<file path="src/rtl/aes_block_serializer.sv">
// Splits DATA_W-bit blocks into WORD_W-bit words over a valid/ready stream.
// A one-block pending buffer lets the next block load with no bubble between blocks.
module aes_block_serializer #(
   parameter int DATA_W    = 128,
   parameter int WORD_W    = 32,
   parameter int MSB_FIRST = 1
) (
   input  logic              clk,
   input  logic              reset,
   input  logic [DATA_W-1:0] in_data,
   input  logic              in_valid,
   output logic              in_ready,
   output logic [WORD_W-1:0] out_data,
   output logic              out_valid,
   input  logic              out_ready,
   output logic              out_last,
   output logic              busy
);

   localparam int N     = DATA_W / WORD_W;
   localparam int CNT_W = $clog2(N + 1);
   localparam logic [CNT_W-1:0] CNT_N   = CNT_W'(N);
   localparam logic [CNT_W-1:0] CNT_ONE = CNT_W'(1);

   generate
      if ((DATA_W % WORD_W) != 0 || N < 2) begin : g_bad_params
         $error("aes_block_serializer: DATA_W must be a multiple of WORD_W with at least 2 words");
      end
   endgenerate

   typedef enum logic {IDLE, SHIFT} state_t;

   state_t            state_reg, state_next;
   logic [DATA_W-1:0] sr_reg, sr_next;
   logic [CNT_W-1:0]  cnt_reg, cnt_next;
   logic [DATA_W-1:0] pb_reg, pb_next;
   logic              pb_valid_reg, pb_valid_next;

   logic              in_fire;
   logic              out_fire;
   logic              last_fire;
   logic [DATA_W-1:0] sr_shifted;

   assign in_ready  = !pb_valid_reg;
   assign out_valid = (state_reg == SHIFT);
   assign out_last  = (state_reg == SHIFT) && (cnt_reg == CNT_ONE);
   assign busy      = (state_reg == SHIFT) || pb_valid_reg;

   assign in_fire   = in_valid && in_ready;
   assign out_fire  = out_valid && out_ready;
   assign last_fire = out_fire && (cnt_reg == CNT_ONE);

   // The emitting end of SR is fixed; words move toward it and zeros fill in behind.
   generate
      if (MSB_FIRST != 0) begin : g_msb
         assign out_data   = sr_reg[DATA_W-1 -: WORD_W];
         assign sr_shifted = sr_reg << WORD_W;
      end else begin : g_lsb
         assign out_data   = sr_reg[WORD_W-1:0];
         assign sr_shifted = sr_reg >> WORD_W;
      end
   endgenerate

   always_ff @(posedge clk or posedge reset) begin
      if (reset) begin
         state_reg    <= IDLE;
         sr_reg       <= '0;
         cnt_reg      <= '0;
         pb_reg       <= '0;
         pb_valid_reg <= 1'b0;
      end else begin
         state_reg    <= state_next;
         sr_reg       <= sr_next;
         cnt_reg      <= cnt_next;
         pb_reg       <= pb_next;
         pb_valid_reg <= pb_valid_next;
      end
   end

   always_comb begin
      state_next    = state_reg;
      sr_next       = sr_reg;
      cnt_next      = cnt_reg;
      pb_next       = pb_reg;
      pb_valid_next = pb_valid_reg;

      case (state_reg)
         IDLE: begin
            if (in_fire) begin
               sr_next    = in_data;
               cnt_next   = CNT_N;
               state_next = SHIFT;
            end
         end
         SHIFT: begin
            if (out_fire) begin
               if (cnt_reg > CNT_ONE) begin
                  sr_next  = sr_shifted;
                  cnt_next = cnt_reg - CNT_ONE;
               end else if (pb_valid_reg) begin
                  sr_next       = pb_reg;
                  pb_valid_next = 1'b0;
                  cnt_next      = CNT_N;
               end else if (in_fire) begin
                  // Pending buffer empty: the new block goes straight into SR.
                  sr_next  = in_data;
                  cnt_next = CNT_N;
               end else begin
                  sr_next    = '0;
                  cnt_next   = '0;
                  state_next = IDLE;
               end
            end
            if (in_fire && !last_fire) begin
               pb_next       = in_data;
               pb_valid_next = 1'b1;
            end
         end
         default: begin
            state_next = IDLE;
         end
      endcase
   end

endmodule

</file>
<file path="config.mk">
export PLATFORM = sky130hd
export DESIGN_NAME = aes_block_serializer
export DESIGN_NICKNAME = d
export VERILOG_FILES = /design/src/rtl/aes_block_serializer.sv
export SDC_FILE = /design/constraint.sdc
export NUM_CORES = 1
export LEC_CHECK = 0
export CAP_MARGIN = 20
export CORE_UTILIZATION = 60
export CTS_CLUSTER_DIAMETER = 200
export DETAILED_ROUTE_END_ITERATION = 16
export PLACE_DENSITY = 0.85
export RECOVER_POWER = 50
export SLEW_MARGIN = 20
export SYNTH_ARGS = -nofsm -noshare
export SYNTH_HDL_FRONTEND = slang
export SYNTH_SLANG_ARGS = --single-unit
</file>
<file path="constraint.sdc">
create_clock -name clk -period 13.9 [get_ports clk]
set_input_delay 3.475 -clock clk [delete_from_list [all_inputs] [get_ports clk]]
set_output_delay 3.475 -clock clk [all_outputs]
set_load 0.01 [all_outputs]
</file>
==> flow_summary.toml <==
[global_route]
grt_pass1_wl_mm = 65.04
grt_overflow_total = 0
grt_pass1_vias = 11840
grt_use_total_pct = 33.07
antenna_found_initial = 0
grt_max_degree = 126

[synth]
synthesis.area_um2 = 14600
ys_seq_area_share_pct = 44.73
synth_warnings = 0
ys_types = 37
synth_top_area_share_pct = 44.73
synth-edff-count = 0
synth.most_common_cell = "dfrtp_1"
synth_area_per_cell_um2 = 9.834
ys_async_sr_fraction_pct = 100.0
ys_top_cells_by_count = "261 x dfrtp_1, 158 x nand2_1, 128 x a211o_1, 128 x nand3b_1, 125 x nor3_1"
yosys-top-cells-area = "dfrtp_1 45%, mux2_1 9.1%, a211o_1 7.7%"
synth_cells = 1485
synth_top_flop_cell = "dfrtp_1"
synth.net_count = 1619
ys_ff_latch = 261
synth_area_leader_cell = "dfrtp_1"

[die]
initial_utilization_pct = 61.66
dieWidth_um = 158.0
fp.dieArea_um2 = 24970
core_area_um2 = 23680
die_h_um = 158.0
num_rows = 56
io-pin-count = 168

[clock_network]
cts_tree = "built"
hold_buffers = 0
ctsRootBufferMaster = "clkbuf_16"
post_cts_resized = 0
cts_made_buffers = 27
path_clk_slew_ns = 0.06
post-cts-setup-buffer-count = 0
clock_sinks = 261
clk_latency_ns = 0.54
clock_path_buffers = 3
htree_levels = 1

[routing]
wirelength_mm = 41.05
route.top_layer_used = "met4"
vias = 12640
routed_via_density = 6.893
route.met2.wl_mm = 19.07
m1WireLength_mm = 16.52
drt_first_pass_iters = 7
wl_met3_mm = 3.737
route.detailed.wl_per_inst_um = 22.38
drtIter0Drc = 1348
drtAntennaViolNets = 0
drc = 0

[layout]
final_layout_size_suffix_gt1_share_pct = 5.482
area_growth_syn_to_layout_pct = 14.22
nets = 1629

[power]
peakVddDrop_v = 0.0001838
power_density_nw_per_um2 = 235.9
p_leak_nw = 6.198

[placement]
port_buffers = 167
gp_congestion = 0.8038
hpwl_mm = 23.86

[min_path]
hp-start = "pb_reg[27]"
whs_endpoint = "pb_reg[27]"
hold_depth = 1
hp-class = "reg -> reg"

[sta]
fin_tns_setup_ns = 0
worst_slew_pin_slew_ns = 5.595
post-route-period-util_pct = 57.19
final_hold_viol_count = 0
slew_headroom_pct = -275.0
setup_viol = 0
fin_crit_ns = 7.950
timing.fmax_mhz = 125.8
rsz0062_at_grt = "no"
drv_slew = 206
holdWs_ns = 0.4883
fin_worst_skew_ns = 0.01060

[critical_path]
crit_fanout = 125
regToRegSetupSlack_ns = 8.63
cp-end-kind = "asynchronous set/reset pin"
reg2reg_to = "pb_reg[49]"
start_kind = "input port"
rr_startpoint = "pb_valid_reg"
rr_worst_depth = 5
required_ns = 14.60
arrival_ns = 8.65
path_class = "in -> async"

[run_status]
failed_checks = "capacitance limit, slew limit"
outcome = "complete, but fails checks"

[job]
cap_violations = 3
worst max path at each step:
stage / startpoint / end / slack, ns / depth (start not counted)
after detailed placement: out_ready / pb_reg[50] / 7.58 / 6
after global routing: reset / sr_reg[71] / 5.10 / 4
final: reset / sr_reg[98] / 5.95 / 4
after floorplan: reset / cnt_reg[0] / 3.24 / 1
after CTS: out_valid / out_last / 7.55 / 3
after global placement: out_ready / pb_reg[12] / 7.62 / 6
layout make-up:
class,instances,area [um2]
multi-input cells,1012,6970
repair buffers,187,1828
clock inverters,9,122.6
flip-flops and latches,261,6543
clock buffers,39,790.8
well taps,319,399.1
inverters,6,23.77
fillers,1730,7003
diodes,1,2.502
placed cells by master, fill, tap and decap left out, drive strengths merged, types with 34 or more instances in the layout:
master           n
o211ai          96
clkbuf          42
a211o          128
o21ai          103
nand2          158
a31oi          124
clkdlybuf4s50  132
mux2           128
nand3b         128
nor3           125
dfrtp          261
dlygate4sd3     34
cells by family after synthesis:
kind of cell             synth area share [%]
AO/OA/AOI/OAI                           22.05
XOR/XNOR                              0.05999
adder cells (fa/ha/maj)                0.1713
buffers and inverters                   7.669
flip-flops                              44.73
multiplexers                            9.871
AND/OR/NAND/NOR                         15.46
metal layers:
| metal | vias to the layer above | global-route usage, % |
|---|---|---|
| met4 | 0 | 13.23 |
| met5 | - | 0 |
| li1 | 5555 | - |
| met2 | 676 | 50.77 |
| met3 | 107 | 5.064 |
| met1 | 6303 | 47.06 |
critical path, cell delays in order:
cell,delay (ns)
dlygate4sd3_1,0.54
clkinvlp_2,3.08
clkbuf_1,1.08
buf_16,0.34
through the flow:
| stage | power [mW] | cell area (um2) | util [%] | worst slack, ns | cells |
|---|---|---|---|---|---|
| 2_1_floorplan | 2.736 | 14600 | - | 3.242 | 1485 |
| 3_3_place_gp | 3.101 | 15770 | 66.59 | 7.619 | 1784 |
| 3_5_place_dp | 3.175 | 15770 | 66.59 | 7.580 | 1784 |
| 4_1_cts | 3.928 | 16680 | 70.45 | 7.555 | 1832 |
| 5_1_grt | 4.163 | 16680 | 70.42 | 5.102 | 1833 |
| 6_report | 3.934 | 16680 | 70.43 | 5.950 | 1834 |
report_power, final:
part / internal (mW) / switching [mW]
combinational: 0.728 / 0.995
sequential: 1.16 / 0.298
clock: 0.448 / 0.306
total: 2.34 / 1.60
No activity file was read; power rests on OpenSTA's default activity.
